$ cat src/rtl/voq_buffer_pkg.sv
// Shared constants, arbiter state type and round-robin index helper for the VOQ buffer.
package voq_buffer_pkg;

  localparam int unsigned PORT_NUB_TOTAL   = 4;
  localparam int unsigned DATA_WIDTH_DEF   = 8;
  localparam int unsigned VOQ_DEPTH        = 16;
  localparam int unsigned VOQ_AFULL_MARGIN = 3;

  typedef enum logic {
    ARB_IDLE = 1'b0,
    ARB_LOCK = 1'b1
  } arb_state_e;

  // Circular successor used by the round-robin search.
  function automatic int unsigned rr_next(input int unsigned base,
                                          input int unsigned step,
                                          input int unsigned n);
    return (base + step) % n;
  endfunction

endpackage

$ cat src/rtl/voq_buffer_rr_arbiter.sv
// Combinational round-robin pick: first requester strictly after rr_ptr, wrapping around.
module voq_buffer_rr_arbiter
  import voq_buffer_pkg::*;
#(
  parameter  int unsigned N     = PORT_NUB_TOTAL,
  localparam int unsigned SEL_W = $clog2(N)
) (
  input  logic [N-1:0]     req,
  input  logic [SEL_W-1:0] rr_ptr,
  output logic [N-1:0]     gnt_c,
  output logic [SEL_W-1:0] gnt_idx_c,
  output logic             gnt_valid_c
);

  always_comb begin
    logic [SEL_W-1:0] idx;
    gnt_c       = '0;
    gnt_idx_c   = '0;
    gnt_valid_c = 1'b0;
    idx         = '0;
    // rr_ptr itself is visited last, so the previous winner has lowest priority.
    for (int unsigned i = 1; i <= N; i++) begin
      idx = SEL_W'(rr_next(32'(rr_ptr), i, N));
      if (!gnt_valid_c && req[idx]) begin
        gnt_valid_c = 1'b1;
        gnt_idx_c   = idx;
        gnt_c[idx]  = 1'b1;
      end
    end
  end

endmodule

$ cat src/rtl/voq_buffer.sv
// Per-destination beat queues with almost-full back-pressure and a frame-atomic
// round-robin drain through one registered valid/ready output.
module voq_buffer
  import voq_buffer_pkg::*;
#(
  parameter  int unsigned PORT_NUB     = PORT_NUB_TOTAL,
  parameter  int unsigned DATA_WIDTH   = DATA_WIDTH_DEF,
  parameter  int unsigned DEPTH        = VOQ_DEPTH,
  parameter  int unsigned AFULL_MARGIN = VOQ_AFULL_MARGIN,
  localparam int unsigned WIDTH_SEL    = $clog2(PORT_NUB),
  localparam int unsigned WIDTH_PORT   = WIDTH_SEL + DATA_WIDTH,
  localparam int unsigned WIDTH_CNT    = $clog2(DEPTH) + 1
) (
  input  logic                  clk,
  input  logic                  rst_n,
  input  logic                  valid_in,
  input  logic [WIDTH_PORT-1:0] data_in,
  input  logic [PORT_NUB-1:0]   done_in,
  output logic                  voq_full_out,
  output logic                  overflow_out,
  output logic                  out_valid,
  input  logic                  out_ready,
  output logic [DATA_WIDTH-1:0] out_data,
  output logic [WIDTH_SEL-1:0]  out_port,
  output logic                  out_last
);

  localparam int unsigned PTR_W   = $clog2(DEPTH);
  localparam int unsigned FULL_TH = DEPTH - AFULL_MARGIN;

  logic [WIDTH_SEL-1:0]  dest;
  logic [DATA_WIDTH-1:0] payload;
  assign dest    = data_in[WIDTH_PORT-1:DATA_WIDTH];
  assign payload = data_in[DATA_WIDTH-1:0];

  arb_state_e            state_q, state_d;
  logic [WIDTH_SEL-1:0]  grant_q, grant_d, rr_ptr_q, rr_ptr_d;
  logic [PORT_NUB-1:0]   grant_oh_q, grant_oh_d;
  logic                  out_valid_q, out_valid_d, out_last_q, out_last_d;
  logic [DATA_WIDTH-1:0] out_data_q, out_data_d;
  logic [WIDTH_SEL-1:0]  out_port_q, out_port_d;
  logic                  voq_full_q, voq_full_d, overflow_q, overflow_d;

  logic                  pop_c;
  logic [PORT_NUB-1:0]   wr_en, frame_req, near_full;
  logic [DATA_WIDTH:0]   head [PORT_NUB];
  logic [DATA_WIDTH:0]   head_sel;
  logic [PORT_NUB-1:0]   gnt_c;
  logic [WIDTH_SEL-1:0]  gnt_idx_c;
  logic                  gnt_valid_c;

  // Advance the locked queue whenever the output register is empty or being drained.
  assign pop_c    = (state_q == ARB_LOCK) && (!out_valid_q || out_ready);
  assign head_sel = head[grant_q];

  for (genvar q = 0; q < PORT_NUB; q++) begin : g_queue
    logic [PTR_W-1:0]     wr_ptr_q, wr_ptr_d, rd_ptr_q, rd_ptr_d;
    logic [WIDTH_CNT-1:0] cnt_q, cnt_d, frm_q, frm_d;
    logic [DATA_WIDTH:0]  mem_q [DEPTH];
    logic [DATA_WIDTH:0]  head_w;
    logic                 pop;

    // Full check uses the current count: a same-cycle pop does not make room.
    assign wr_en[q]     = valid_in && (dest == WIDTH_SEL'(q)) && (cnt_q != WIDTH_CNT'(DEPTH));
    assign pop          = pop_c && grant_oh_q[q];
    assign head_w       = mem_q[rd_ptr_q];
    assign head[q]      = head_w;
    assign frame_req[q] = (frm_q != '0);
    assign near_full[q] = (cnt_d >= WIDTH_CNT'(FULL_TH));

    always_comb begin
      wr_ptr_d = wr_ptr_q;
      rd_ptr_d = rd_ptr_q;
      if (wr_en[q]) wr_ptr_d = wr_ptr_q + PTR_W'(1);
      if (pop)      rd_ptr_d = rd_ptr_q + PTR_W'(1);
      cnt_d = cnt_q + WIDTH_CNT'(wr_en[q]) - WIDTH_CNT'(pop);
      frm_d = frm_q + WIDTH_CNT'(wr_en[q] && done_in[q]) - WIDTH_CNT'(pop && head_w[DATA_WIDTH]);
    end

    always_ff @(posedge clk or negedge rst_n) begin
      if (!rst_n) begin
        wr_ptr_q <= '0;
        rd_ptr_q <= '0;
        cnt_q    <= '0;
        frm_q    <= '0;
      end else begin
        wr_ptr_q <= wr_ptr_d;
        rd_ptr_q <= rd_ptr_d;
        cnt_q    <= cnt_d;
        frm_q    <= frm_d;
      end
    end

    always_ff @(posedge clk) begin
      if (wr_en[q]) mem_q[wr_ptr_q] <= {done_in[q], payload};
    end
  end

  voq_buffer_rr_arbiter #(.N(PORT_NUB)) u_rr_arbiter (
    .req         (frame_req),
    .rr_ptr      (rr_ptr_q),
    .gnt_c       (gnt_c),
    .gnt_idx_c   (gnt_idx_c),
    .gnt_valid_c (gnt_valid_c)
  );

  always_comb begin
    voq_full_d = |near_full;
    overflow_d = valid_in && !(|wr_en);
  end

  // Arbiter next state and output register.
  always_comb begin
    state_d     = state_q;
    grant_d     = grant_q;
    grant_oh_d  = grant_oh_q;
    rr_ptr_d    = rr_ptr_q;
    out_valid_d = out_valid_q;
    out_data_d  = out_data_q;
    out_port_d  = out_port_q;
    out_last_d  = out_last_q;

    if (pop_c) begin
      out_valid_d = 1'b1;
      out_data_d  = head_sel[DATA_WIDTH-1:0];
      out_last_d  = head_sel[DATA_WIDTH];
      out_port_d  = grant_q;
    end else if (out_ready) begin
      out_valid_d = 1'b0;
    end

    case (state_q)
      ARB_IDLE: begin
        if (gnt_valid_c) begin
          state_d    = ARB_LOCK;
          grant_d    = gnt_idx_c;
          grant_oh_d = gnt_c;
          rr_ptr_d   = gnt_idx_c;
        end
      end
      ARB_LOCK: begin
        if (pop_c && head_sel[DATA_WIDTH]) state_d = ARB_IDLE;
      end
      default: state_d = ARB_IDLE;
    endcase
  end

  always_ff @(posedge clk or negedge rst_n) begin
    if (!rst_n) begin
      state_q     <= ARB_IDLE;
      grant_q     <= '0;
      grant_oh_q  <= '0;
      rr_ptr_q    <= WIDTH_SEL'(PORT_NUB - 1);
      out_valid_q <= 1'b0;
      out_data_q  <= '0;
      out_port_q  <= '0;
      out_last_q  <= 1'b0;
      voq_full_q  <= 1'b0;
      overflow_q  <= 1'b0;
    end else begin
      state_q     <= state_d;
      grant_q     <= grant_d;
      grant_oh_q  <= grant_oh_d;
      rr_ptr_q    <= rr_ptr_d;
      out_valid_q <= out_valid_d;
      out_data_q  <= out_data_d;
      out_port_q  <= out_port_d;
      out_last_q  <= out_last_d;
      voq_full_q  <= voq_full_d;
      overflow_q  <= overflow_d;
    end
  end

  assign out_valid    = out_valid_q;
  assign out_data     = out_data_q;
  assign out_port     = out_port_q;
  assign out_last     = out_last_q;
  assign voq_full_out = voq_full_q;
  assign overflow_out = overflow_q;

endmodule
$ cat config.mk
export PLATFORM = sky130hd
export DESIGN_NAME = voq_buffer
export DESIGN_NICKNAME = d
export VERILOG_FILES = /design/src/rtl/voq_buffer_pkg.sv /design/src/rtl/voq_buffer_rr_arbiter.sv /design/src/rtl/voq_buffer.sv
export SDC_FILE = /design/constraint.sdc
export NUM_CORES = 1
export LEC_CHECK = 0
export CORE_ASPECT_RATIO = 1.4
export CORE_MARGIN = 1
export CORE_UTILIZATION = 54
export CTS_BUF_LIST = sky130_fd_sc_hd__clkbuf_2
export DETAILED_ROUTE_END_ITERATION = 12
export PLACE_DENSITY = 0.67
export SYNTH_ARGS = -nofsm -noshare
export SYNTH_HDL_FRONTEND = slang
export SYNTH_SLANG_ARGS = --single-unit
export TNS_END_PERCENT = 30
$ cat constraint.sdc
create_clock -name clk -period 3.7 [get_ports clk]
set_clock_uncertainty 0.15 [all_clocks]
set_input_delay 0.37 -clock clk [delete_from_list [all_inputs] [get_ports clk]]
set_output_delay 0.37 -clock clk [all_outputs]
set_load 0.05 [all_outputs]
## Yosys cells after proc, flatten, opt, wreduce, memory -nomap -nowiden

Memories as Yosys holds them, arrays and structs flattened.
Cells that the tools add are included.

- Register bits: 95
- Bits in latches: 0
- RAM bits: 576
- Bits in read-only memories: 0
- Output and inout port bits: 14
- Word-level logic and storage cells: 172
- Memories kept: 4

- $add $sub $neg: 28
- $mul: 0
- Div/mod/pow operators: 0
- $lt $le $gt $ge: 13
- Equality and inequality tests: 7
- Shifts and indexed selects: 0
- Muxes and demuxes: 44
- Bitwise gates (word level): 5
- Reductions and logical operators: 45

Memories:

| name | words | width | read ports | clocked after memory_dff | write ports | line | source |
|---|---|---|---|---|---|---|---|
| g_queue[0].mem_q | 16 | 9 | 1 | 0 | 1 | voq_buffer.sv:59 | `logic [DATA_WIDTH:0] mem_q [DEPTH];` |
| g_queue[1].mem_q | 16 | 9 | 1 | 0 | 1 | voq_buffer.sv:59 |  |
| g_queue[2].mem_q | 16 | 9 | 1 | 0 | 1 | voq_buffer.sv:59 |  |
| g_queue[3].mem_q | 16 | 9 | 1 | 0 | 1 | voq_buffer.sv:59 |  |

Operator list:

| kind | count |
|---|---|
| $add A5 B1 Y5 | 8 |
| $sub A5 B1 Y5 | 8 |
| $add A4 B1 Y4 const B | 8 |
| $logic_and A1 B1 Y1 | 30 |
| $mux W1 | 24 |
| $ge A5 B4 Y1 const B | 4 |
| $ne A5 B5 Y1 const B | 4 |
| $reduce_bool A5 Y1 | 4 |
| $bmux W9 S2 | 1 |
| $mux W9 | 2 |
| $mux W4 | 4 |
| $lt A2 B3 Y1 const B | 4 |
| $or A4 B4 Y4 | 3 |
| $bmux W1 S2 | 4 |
| $demux W1 S2 | 4 |
| $ge A2 B1 Y1 const B | 4 |
| $mux W2 | 4 |
| $reduce_or A4 Y1 | 2 |
| $logic_not A1 Y1 | 5 |
| $add A2 B1 Y2 const B | 2 |
| $add A2 B2 Y2 const B | 2 |
| $eq A2 B2 Y1 const B | 2 |
| $ge A3 B3 Y1 const B | 1 |
| $not A2 Y3 | 1 |
| 7 further kinds | 7 |

## Depth between registers and ports, before layout

Gate-level depths: netlist (run 1).

- Depth after elaboration: 15
- Gate-level depth with buffers: 17

## Modules after synthesis

From an unflattened synthesis (run 1), not the netlist that was laid out.

- Cell total of the unflattened synthesis: 1591
- Area, all modules: 28113.2 um^2

By module, submodules not included:

| module | times used | cells an instance | area an instance (um^2) | seq. area each (um^2) |
|---|---|---|---|---|
| voq_buffer | 1 | 1505 | 27483.9 | 19676.4 |
| voq_buffer_rr_arbiter | 1 | 86 | 629.4 | 0.0 |

## Worst setup path after synthesis (run 1)

OpenSTA, ideal clock, no wires.

- Path kind: reg-to-reg
- Start: register out_valid_q, in the netlist out_valid
- End: register voq_full_q, in the netlist voq_full_out
- Setup time: 0.138 ns
- Arrival: 3.089 ns
- Required time: 3.412 ns
- Path slack: 0.323 ns
- Cell stages (with the launch flop): 15
- Cell sequence: dfrtp_1 nand2b_1 clkbuf_1 and3_1 clkbuf_1 ha_1 inv_1 ha_1 inv_1 fa_1 nand2b_1 a21oi_1 o21ai_0 a2111oi_0 nand4_1

- Cells in the longest elaborated chain, start to end: 7
- Elaborated cells on any way between the ends: 16

RTL lines:

| item | line | source |
|---|---|---|
| from (decl) | voq_buffer.sv:39 | `logic out_valid_q, out_valid_d, out_last_q, out_last_d;` |
| from (signal assigned) | voq_buffer.sv:165 | `out_valid_q <= out_valid_d;` |
| $logic_not A1 Y1 | voq_buffer.sv:53 | `assign pop_c = (state_q == ARB_LOCK) && (!out_valid_q \|\| out_ready);` |
| $logic_or A1 B1 Y1 | voq_buffer.sv:53 |  |
| $logic_and A1 B1 Y1 | voq_buffer.sv:53 |  |
| $logic_and A1 B1 Y1 | voq_buffer.sv:65 | `assign pop = pop_c && grant_oh_q[q];` |
| named net g_queue[0].pop | voq_buffer.sv:61 | `logic pop;` |
| $sub A5 B1 Y5 | voq_buffer.sv:76 | `cnt_d = cnt_q + WIDTH_CNT'(wr_en[q]) - WIDTH_CNT'(pop);` |
| $ge A5 B4 Y1 | voq_buffer.sv:69 | `assign near_full[q] = (cnt_d >= WIDTH_CNT'(FULL_TH));` |
| $reduce_or A4 Y1 | voq_buffer.sv:108 | `voq_full_d = \|near_full;` |
| named net voq_full_d | voq_buffer.sv:42 | `logic voq_full_q, voq_full_d, overflow_q, overflow_d;` |
| to (signal assigned) | voq_buffer.sv:169 | `voq_full_q <= voq_full_d;` |
| to (decl) | voq_buffer.sv:42 |  |

The timed path passes the listed nets, and every way through them passes these cells.
A chain may end at the register's enable or synchronous reset.

## Worst setup path in the final report (run 1)

- Start: register g_queue[3].rd_ptr_q[2]
- End: register g_queue[3].frm_q[4]

- Cells in the longest elaborated chain, start to end: 3

RTL lines:

| item | line | source |
|---|---|---|
| from (decl) | voq_buffer.sv:57 | `logic [PTR_W-1:0] wr_ptr_q, wr_ptr_d, rd_ptr_q, rd_ptr_d;` |
| from (signal assigned) | voq_buffer.sv:88 | `rd_ptr_q <= rd_ptr_d;` |
| $mem_v2 Z16 W9 | n/a |  |
| $logic_and A1 B1 Y1 | voq_buffer.sv:77 | `frm_d = frm_q + WIDTH_CNT'(wr_en[q] && done_in[q]) - WIDTH_CNT'(pop && head_w[DATA_WIDTH]);` |
| $sub A5 B1 Y5 | voq_buffer.sv:77 |  |
| named net g_queue[3].frm_d[4] | voq_buffer.sv:58 | `logic [WIDTH_CNT-1:0] cnt_q, cnt_d, frm_q, frm_d;` |
| to (signal assigned) | voq_buffer.sv:90 | `frm_q <= frm_d;` |
| to (decl) | voq_buffer.sv:58 |  |

The timed path passes the listed nets, and every way through them passes these cells.

==> results.py, run 1 <==
metrics = {
    "run_status": {
        "status": "completed",
    },
    "global_route": {
        "grtUsageMet2": 0.399,
        "grt_overflow_total": 0,
        "grt_pass1_vias": 15500,
        "grt_usage": 0.236,
        "grt_max_degree": 65,
        "use_met3": 0.0427,
        "grt-busiest-layer": "met2",
        "antenna_found_initial": 1,
        "met1_usage": 0.303,
        "grt_pass1_wl_um": 91700,
    },
    "pwr": {
        "pwr-share-seq": 0.444,
        "ir_drop_mv": 0.293,
        "power_frac_comb": 0.353,
        "p_leak_nw": 10.9,
        "p_clk_frac": 0.203,
        "p_sw_mw": 7.65,
        "power_density_nw_per_um2": 707,
        "switching_share": 0.349,
        "finalPower_mw": 21.9,
        "p_int_mw": 14.2,
    },
    "yosys": {
        "synth_largest_area_cell": "edfxtp_1",
        "yosysWarnings": 0,
        "synth_compound_area_frac": 0.0282,
        "synth_area_leaders": "edfxtp_1 (61%), mux4_2 (13%), dfrtp_1 (8.3%)",
        "syn_nets": 1611,
        "yosys.area_share.simple": 0.0512,
        "synthMuxAreaShare": 0.145,
        "synthCells": 1513,
        "synth_top_family_by_area": "multiplexers",
        "synth_edf_count": 576,
        "async_flop_share": 0.142,
        "avgSynthCellArea_um2": 18.6,
        "synth-xor-area-share": 0.0174,
        "ys_types": 66,
        "yosys.area_share.adder": 0.0377,
        "synthesis.area_um2": 28100,
        "yosysMostFrequentCell": "edfxtp_1",
        "netlist.area_leader.share": 0.615,
        "dominantRegCellSynth": "edfxtp_1",
        "synth-seq-cells": 671,
        "synth_top_cells_by_count": "edfxtp_1 (576), mux4_2 (160), dfrtp_1 (93), inv_1 (73), ha_1 (72)",
        "ys_seq_area_frac": 0.699,
    },
    "timing": {
        "tightest_slew_ns": 1.21,
        "final_hold_viol_count": 0,
        "period_needed_ns": 3.46,
        "post-route-period-util": 0.934,
        "rsz0062_at_grt": "no",
        "max_slew_margin": 0.191,
        "fmax_mhz": 289,
        "fin_setup_tns_ns": 0,
        "finalSetupViolations": 0,
        "slew_violations": 0,
    },
    "critical_path": {
        "path_cells": "mux4_2, mux4_2, and2_1, ha_1, inv_1, ha_1, inv_1, fa_1, inv_1, a21oi_1, nor2_1, nor2_1, xnor2_1",
        "max_stage_delay_ns": 0.56,
        "crit_fanout": 6,
        "cp.arrival_ns": 4.31,
        "rr_endpoint": "g_queue[3].frm_q[4]$_DFF_PN0_",
        "crit_path_end": "g_queue[3].frm_q[4]$_DFF_PN0_",
        "crit_top_cell": "inv_1",
        "cp-start-kind": "register",
        "critPathKind": "register to register",
        "path_buf_inv": 3,
        "required_ns": 4.55,
        "worstRegToRegCells": 13,
        "cp.depth": 13,
        "r2r_start": "g_queue[3].rd_ptr_q[2]$_DFFE_PN0P_",
        "path_delay_family": "multiplexers",
        "r2r_slack_ns": 0.24,
        "crit_path_start": "g_queue[3].rd_ptr_q[2]$_DFFE_PN0P_",
        "slowest_stage": "mux4_2",
        "end_kind": "register",
    },
    "place": {
        "hpwlAfterDp_um": 39100,
        "gp_congestion": 0.823,
        "dpl-instance-area_um2": 29400,
        "place.port_buffers": 31,
    },
    "cts": {
        "cts.sinks": 671,
        "cts_tree": "yes",
        "htreeDepth": 4,
        "clkLatencyLatePin_ns": 1.17,
        "clock_path_buffers": 3,
        "cts_buffers": 151,
        "postCtsSetupBuffers": 0,
        "path_clk_slew_ns": 0.11,
        "cts_root_buf": "clkbuf_2",
    },
    "die": {
        "dieHeight_um": 272,
        "chipWidth_um": 195,
        "coreArea_um2": 51300,
        "pin_count": 32,
        "dieArea_um2": 53000,
        "rows": 98,
        "start_util": 0.549,
    },
    "finish": {
        "fin_nets": 1809,
        "area_growth_syn_to_layout_pct": 10.1,
        "drive_above_1_share": 0.271,
        "finish.instance_area_um2": 31000,
    },
    "job": {
        "cap_violations": 0,
    },
    "drt": {
        "routed_wl_um": 59700,
        "drc": 0,
        "ant_nets": 0,
        "via_per_inst": 5.87,
        "wl_per_cell_um": 24.0,
        "num_vias": 14600,
        "drt_first_pass_iters": 5,
        "drtIter0Drc": 949,
    },
    "hold_path": {
        "hp-class": "input pin to register",
        "min-delay-start": "out_ready",
        "worst_hold_path.num_cells": 4,
    },
}
==> power groups by stage <==
stage / clock, mW / combinational (mW) / sequential [mW]
global route: 4.93 / 8.44 / 9.84
finish: 4.44 / 7.74 / 9.72
global placement: 0 / 7.64 / 9.87
floorplan: 0 / 5.58 / 9.66
detailed placement: 0 / 7.77 / 9.89
CTS: 4.58 / 7.82 / 9.72
==> area by class of cell <==
| class | instances | area, um2 |
|---|---|---|
| diodes | 2 | 5.00 |
| multi-input cells | 696 | 7880 |
| flip-flops and latches | 671 | 19700 |
| inverters | 74 | 278 |
| fillers | 3868 | 20300 |
| clock inverters | 63 | 277 |
| clock buffers | 211 | 1060 |
| repair buffers | 117 | 988 |
| well taps | 650 | 813 |
==> how the worst min path moves through the flow <==
stage,endpoint,slack [ns]
floorplan,g_queue[0].cnt_q[0]$_DFF_PN0_,-0.08
global placement,g_queue[1].frm_q[4]$_DFF_PN0_,0.27
detailed placement,g_queue[1].frm_q[3]$_DFF_PN0_,0.27
CTS,out_valid$_DFFE_PN0P_,0.005
global route,out_valid$_DFFE_PN0P_,0.06
finish,out_valid$_DFFE_PN0P_,0.12
==> kinds of logic after synthesis <==
logic type | Yosys count
adders and majority gates | 80
and+or+nand+nor | 247
buffers and inverters | 146
AOI/OAI and AO/OA | 107
xor gates and xnor gates | 56
DFF | 671
muxes | 206
==> flip-flops by register name, summed over array words and instances (netlist names) <==
register	flops
g_queue.rd_ptr_q	16
g_queue.frm_q	20
out_last	1
rr_ptr_q	2
grant_q	2
out_port	2
overflow_out	1
g_queue.mem_q	576
out_data	8
g_queue.wr_ptr_q	16
out_valid	1
voq_full_out	1
grant_oh_q	4
state_q	1
g_queue.cnt_q	20
==> worst register-to-register path: cells and delay by family, from the launching register on <==
family	cells	cell delay, ns
DFF	1	0.52
adders and majority gates	3	0.86
AOI/OAI and AO/OA	1	0.06
buffers and inverters	3	0.19
muxes	2	1.04
and+or+nand+nor	3	0.38
xor gates and xnor gates	1	0.12
==> repair_timing <==
action	in CTS	in global routing
endpoints found under the hold margin	676	0
hold buffers	19	0
resized for setup	0	2
setup endpoints to repair	0	2
==> cells in the final DEF (no fill, tap or decap), types with 17 or more instances in the layout <==
cell type        netlist  layout
buf_4                  2      68
mux4_2               160     160
nor3b_1               18      18
xor2_1                18      18
clkinv_1               0      44
dfrtp_1               93      89
clkdlybuf4s50_1        0      22
dlygate4sd3_1          0      17
and2_1                63      63
ha_1                  72      72
nand2_1               46      46
mux2i_1               40      40
inv_1                 73      73
a21oi_1               19      19
nand3_1               17      17
clkbuf_2               0     211
nor2_1                21      21
xnor2_1               38      38
edfxtp_1             576     576
==> per-stage QoR <==
step | util | std cells | hold slack, ns | setup slack [ns]
final | 0.604 | 2484 | 0.117 | 0.244
after global routing | 0.604 | 2483 | 0.0597 | 0.0332
after CTS | 0.604 | 2483 | 0.00509 | 0.116
after detailed placement | 0.574 | 2190 | 0.266 | 0.136
after global placement | 0.574 | 2190 | 0.269 | 0.197
after floorplan | - | 1513 | -0.0756 | 0.323
==> metal layers <==
layer | wire length (um) | vias up
li1 | - | 6489
met1 | 24200 | 7530
met2 | 30900 | 440
met3 | 2850 | 111
met4 | 1730 | 0
met5 | 0 | -
Note: power is estimated with default switching activity, not from simulation.
==> inputs of run 2 (changes only) <==
==> constraint.sdc (replaced) <==
create_clock -name clk -period 3.7 [get_ports clk]
set_clock_uncertainty 0.15 [all_clocks]
set_input_delay 0.37 -clock clk [delete_from_list [all_inputs] [get_ports clk]]
set_output_delay 0.37 -clock clk [all_outputs]
set_load 0.02 [all_outputs]
==> results of run 2 <==
Same layout as run 1 (identical final DEF). Status: completed.
Main changes from that run: total power 21.9 mW -> 21.7 mW
==> inputs of run 3 (changes only) <==
--- a/config.mk
+++ b/config.mk
@@ -13,5 +13,6 @@
 export PLACE_DENSITY = 0.67
 export SYNTH_ARGS = -nofsm -noshare
 export SYNTH_HDL_FRONTEND = slang
+export SYNTH_HIERARCHICAL = 1
 export SYNTH_SLANG_ARGS = --single-unit
 export TNS_END_PERCENT = 30
==> constraint.sdc (replaced) <==
create_clock -name clk -period 3.5 [get_ports clk]
set_clock_uncertainty 0.15 [all_clocks]
set_input_delay 0.35 -clock clk [delete_from_list [all_inputs] [get_ports clk]]
set_output_delay 0.35 -clock clk [all_outputs]
set_load 0.02 [all_outputs]
==> results.py, run 3 <==
metrics = {
    "drt": {
        "num_vias": 14900,
        "wl_per_cell_um": 23.1,
        "drt_first_pass_iters": 5,
        "drc": 0,
        "drtIter0Drc": 1186,
        "ant_nets": 0,
        "via_per_inst": 5.79,
        "routed_wl_um": 59700,
    },
    "critical_path": {
        "path_cells": "mux4_1, mux4_2, and2_1, ha_1, inv_1, ha_1, inv_1, fa_1, inv_1, a21oi_1, nor2_1, nor2_1, xnor2_1",
        "critPathKind": "register to register",
        "crit_fanout": 9,
        "max_stage_delay_ns": 0.61,
        "crit_top_cell": "inv_1",
        "cp-start-kind": "register",
        "cp.arrival_ns": 4.20,
        "r2r_start": "g_queue[1].rd_ptr_q[0]$_DFFE_PN0P_",
        "slowest_stage": "mux4_1",
        "crit_path_start": "g_queue[1].rd_ptr_q[0]$_DFFE_PN0P_",
        "required_ns": 4.37,
        "path_delay_family": "multiplexers",
        "end_kind": "register",
        "path_buf_inv": 3,
    },
    "finish": {
        "largest_reg_flops": 576,
        "area_growth_syn_to_layout_pct": 10.9,
        "most-common-layout-cells": "edfxtp_1 (576), clkbuf_2 (241), mux4_2 (138)",
        "top_regs": "g_queue.mem_q (576), g_queue.cnt_q (20), g_queue.frm_q (20)",
        "ff_latch_area_um2": 19700,
        "top_register": "g_queue.mem_q",
        "multi_input_area_um2": 7820,
        "drive_above_1_share": 0.264,
        "nFillCells": 3868,
        "finish.instance_area_um2": 31200,
        "layout_commonest_cell": "edfxtp_1",
        "final_util": 0.608,
        "fin_nets": 1907,
    },
    "yosys": {
        "synthCells": 1591,
        "synth_largest_area_cell": "edfxtp_1",
        "syn_nets": 1693,
        "synth-seq-cells": 671,
        "ys_types": 63,
        "yosysMostFrequentCell": "edfxtp_1",
        "avgSynthCellArea_um2": 17.7,
        "netlist.area_leader.share": 0.615,
        "synthesis.area_um2": 28100,
        "dominantRegCellSynth": "edfxtp_1",
        "synth_top_cells_by_count": "edfxtp_1 (576), mux4_2 (138), dfrtp_1 (93), inv_1 (82), nand2_1 (77)",
        "ys_seq_area_frac": 0.700,
        "synth_edf_count": 576,
        "async_flop_share": 0.142,
        "synth_area_leaders": "edfxtp_1 (62%), mux4_2 (11%), dfrtp_1 (8.3%)",
        "yosysWarnings": 6,
    },
    "pwr": {
        "switching_share": 0.337,
        "power_density_nw_per_um2": 729,
        "p_sw_mw": 7.65,
        "ir_drop_mv": 0.294,
        "pwr-share-seq": 0.445,
        "p_clk_frac": 0.221,
        "finalPower_mw": 22.7,
        "p_leak_nw": 11.3,
        "power_frac_comb": 0.334,
        "p_int_mw": 15.1,
    },
    "die": {
        "chipWidth_um": 195,
        "dieHeight_um": 272,
        "start_util": 0.549,
        "coreArea_um2": 51300,
        "dieArea_um2": 53000,
        "pin_count": 32,
        "rows": 98,
    },
    "cts": {
        "path_clk_slew_ns": 0.12,
        "cts_root_buf": "clkbuf_2",
        "postCtsSetupBuffers": 0,
        "clock_path_buffers": 3,
        "clkLatencyLatePin_ns": 1.14,
        "cts.sinks": 671,
        "htreeDepth": 4,
        "cts_tree": "yes",
        "cts_buffers": 153,
    },
    "timing": {
        "fin_setup_tns_ns": 0,
        "max_slew_margin": 0.161,
        "tightest_slew_ns": 1.26,
        "fmax_mhz": 300,
        "slew_violations": 0,
        "post-route-period-util": 0.951,
        "finalSetupViolations": 0,
        "rsz0062_at_grt": "no",
        "whs_ns": 0.128,
        "final_hold_viol_count": 0,
        "period_needed_ns": 3.33,
    },
    "hold_path": {
        "min-delay-start": "done_in[0]",
        "hp-class": "input pin to register",
    },
    "global_route": {
        "grt_overflow_total": 0,
        "grt_pass1_vias": 15800,
        "antenna_found_initial": 2,
        "grt_usage": 0.235,
        "grt_pass1_wl_um": 91800,
        "grt_max_degree": 65,
    },
    "place": {
        "hpwlAfterDp_um": 39700,
        "gp_congestion": 0.809,
        "dpl-instance-area_um2": 29500,
        "place.port_buffers": 31,
    },
    "job": {
        "cap_violations": 0,
    },
    "run_status": {
        "status": "completed",
    },
}
-- run 3: cell count changes in the layout (fill, tap and decap cells not counted), moves of 15 or more --
cell      before  now
a22oi_1        1   32
nand2_1       46   77
clkbuf_2     211  241
clkinv_1      44   18
mux4_2       160  138
nor2_1        21   42
mux2i_1       40   25
-- run 3: metrics by stage --
step	std cells	setup WS, ns
after detailed placement	2282	0.114
after floorplan	1591	0.144
after global routing	2577	0.00170
after global placement	2282	0.165
final	2577	0.170
after CTS	2576	0.143
-- run 3: logic make-up (layout without fill, tap and decap cells) --
group,count (synthesis),in the layout,synth area share
DFF,671,671,0.700
and+or+nand+nor,299,299,0.0562
muxes,174,174,0.125
AOI/OAI and AO/OA,156,156,0.0399
buffers and inverters,153,488,0.0222
adders and majority gates,84,84,0.0395
xor gates and xnor gates,54,54,0.0168
other,0,1,0
-- run 3: path summary, 6_finish.rpt --
kind / cells past startpoint / slack [ns] / endpoint
setup / recovery: 13 / 0.17 / g_queue[1].frm_q[4]$_DFF_PN0_
hold / removal: 2 / 0.13 / g_queue[0].mem_q[3][8]$_DFFE_PP_
setup reg to reg: 13 / 0.17 / g_queue[1].frm_q[4]$_DFF_PN0_
hold reg to reg: 2 / 0.33 / grant_oh_q[2]$_DFFE_PN0P_
max in group asynchronous: 4 / 2.66 / g_queue[1].rd_ptr_q[0]$_DFFE_PN0P_
min in group asynchronous: 3 / 0.19 / rr_ptr_q[1]$_DFFE_PN1P_
-- run 3: routing by layer --
| metal | vias to the layer above | track usage | share of wire |
|---|---|---|---|
| met2 | 423 | 0.416 | 0.54 |
| met3 | 100 | 0.0393 | 0.045 |
| met4 | 2 | 0.0939 | 0.026 |
| met1 | 7626 | 0.287 | 0.39 |
| li1 | 6765 | - | - |
| met5 | - | 0 | 0.00018 |
-- run 3: area by class of cell --
class	count	share of cell area
Sequential cell	671	0.631
Multi-Input combinational cell	767	0.251
Clock buffer	241	0.0387
Timing Repair Buffer	130	0.0352
Tap cell	650	0.0261
Inverter	82	0.00987
Clock inverter	35	0.00795
Antenna cell	1	0.0000803
-- run 3: what timing repair did --
action                                 in CTS  in global routing
resized for setup                           0                  2
setup endpoints to repair                   0                  1
hold buffers                               18                  0
endpoints found under the hold margin     668                  0
-- run 3: power by group through the flow --
stage | registers (mW) | logic, mW | clock network, mW
after floorplan | 10.1 | 5.60 | 0
after global placement | 10.3 | 7.48 | 0
after detailed placement | 10.3 | 7.64 | 0
after CTS | 10.1 | 7.70 | 5.20
after global routing | 10.2 | 8.36 | 5.57
final | 10.1 | 7.59 | 5.02
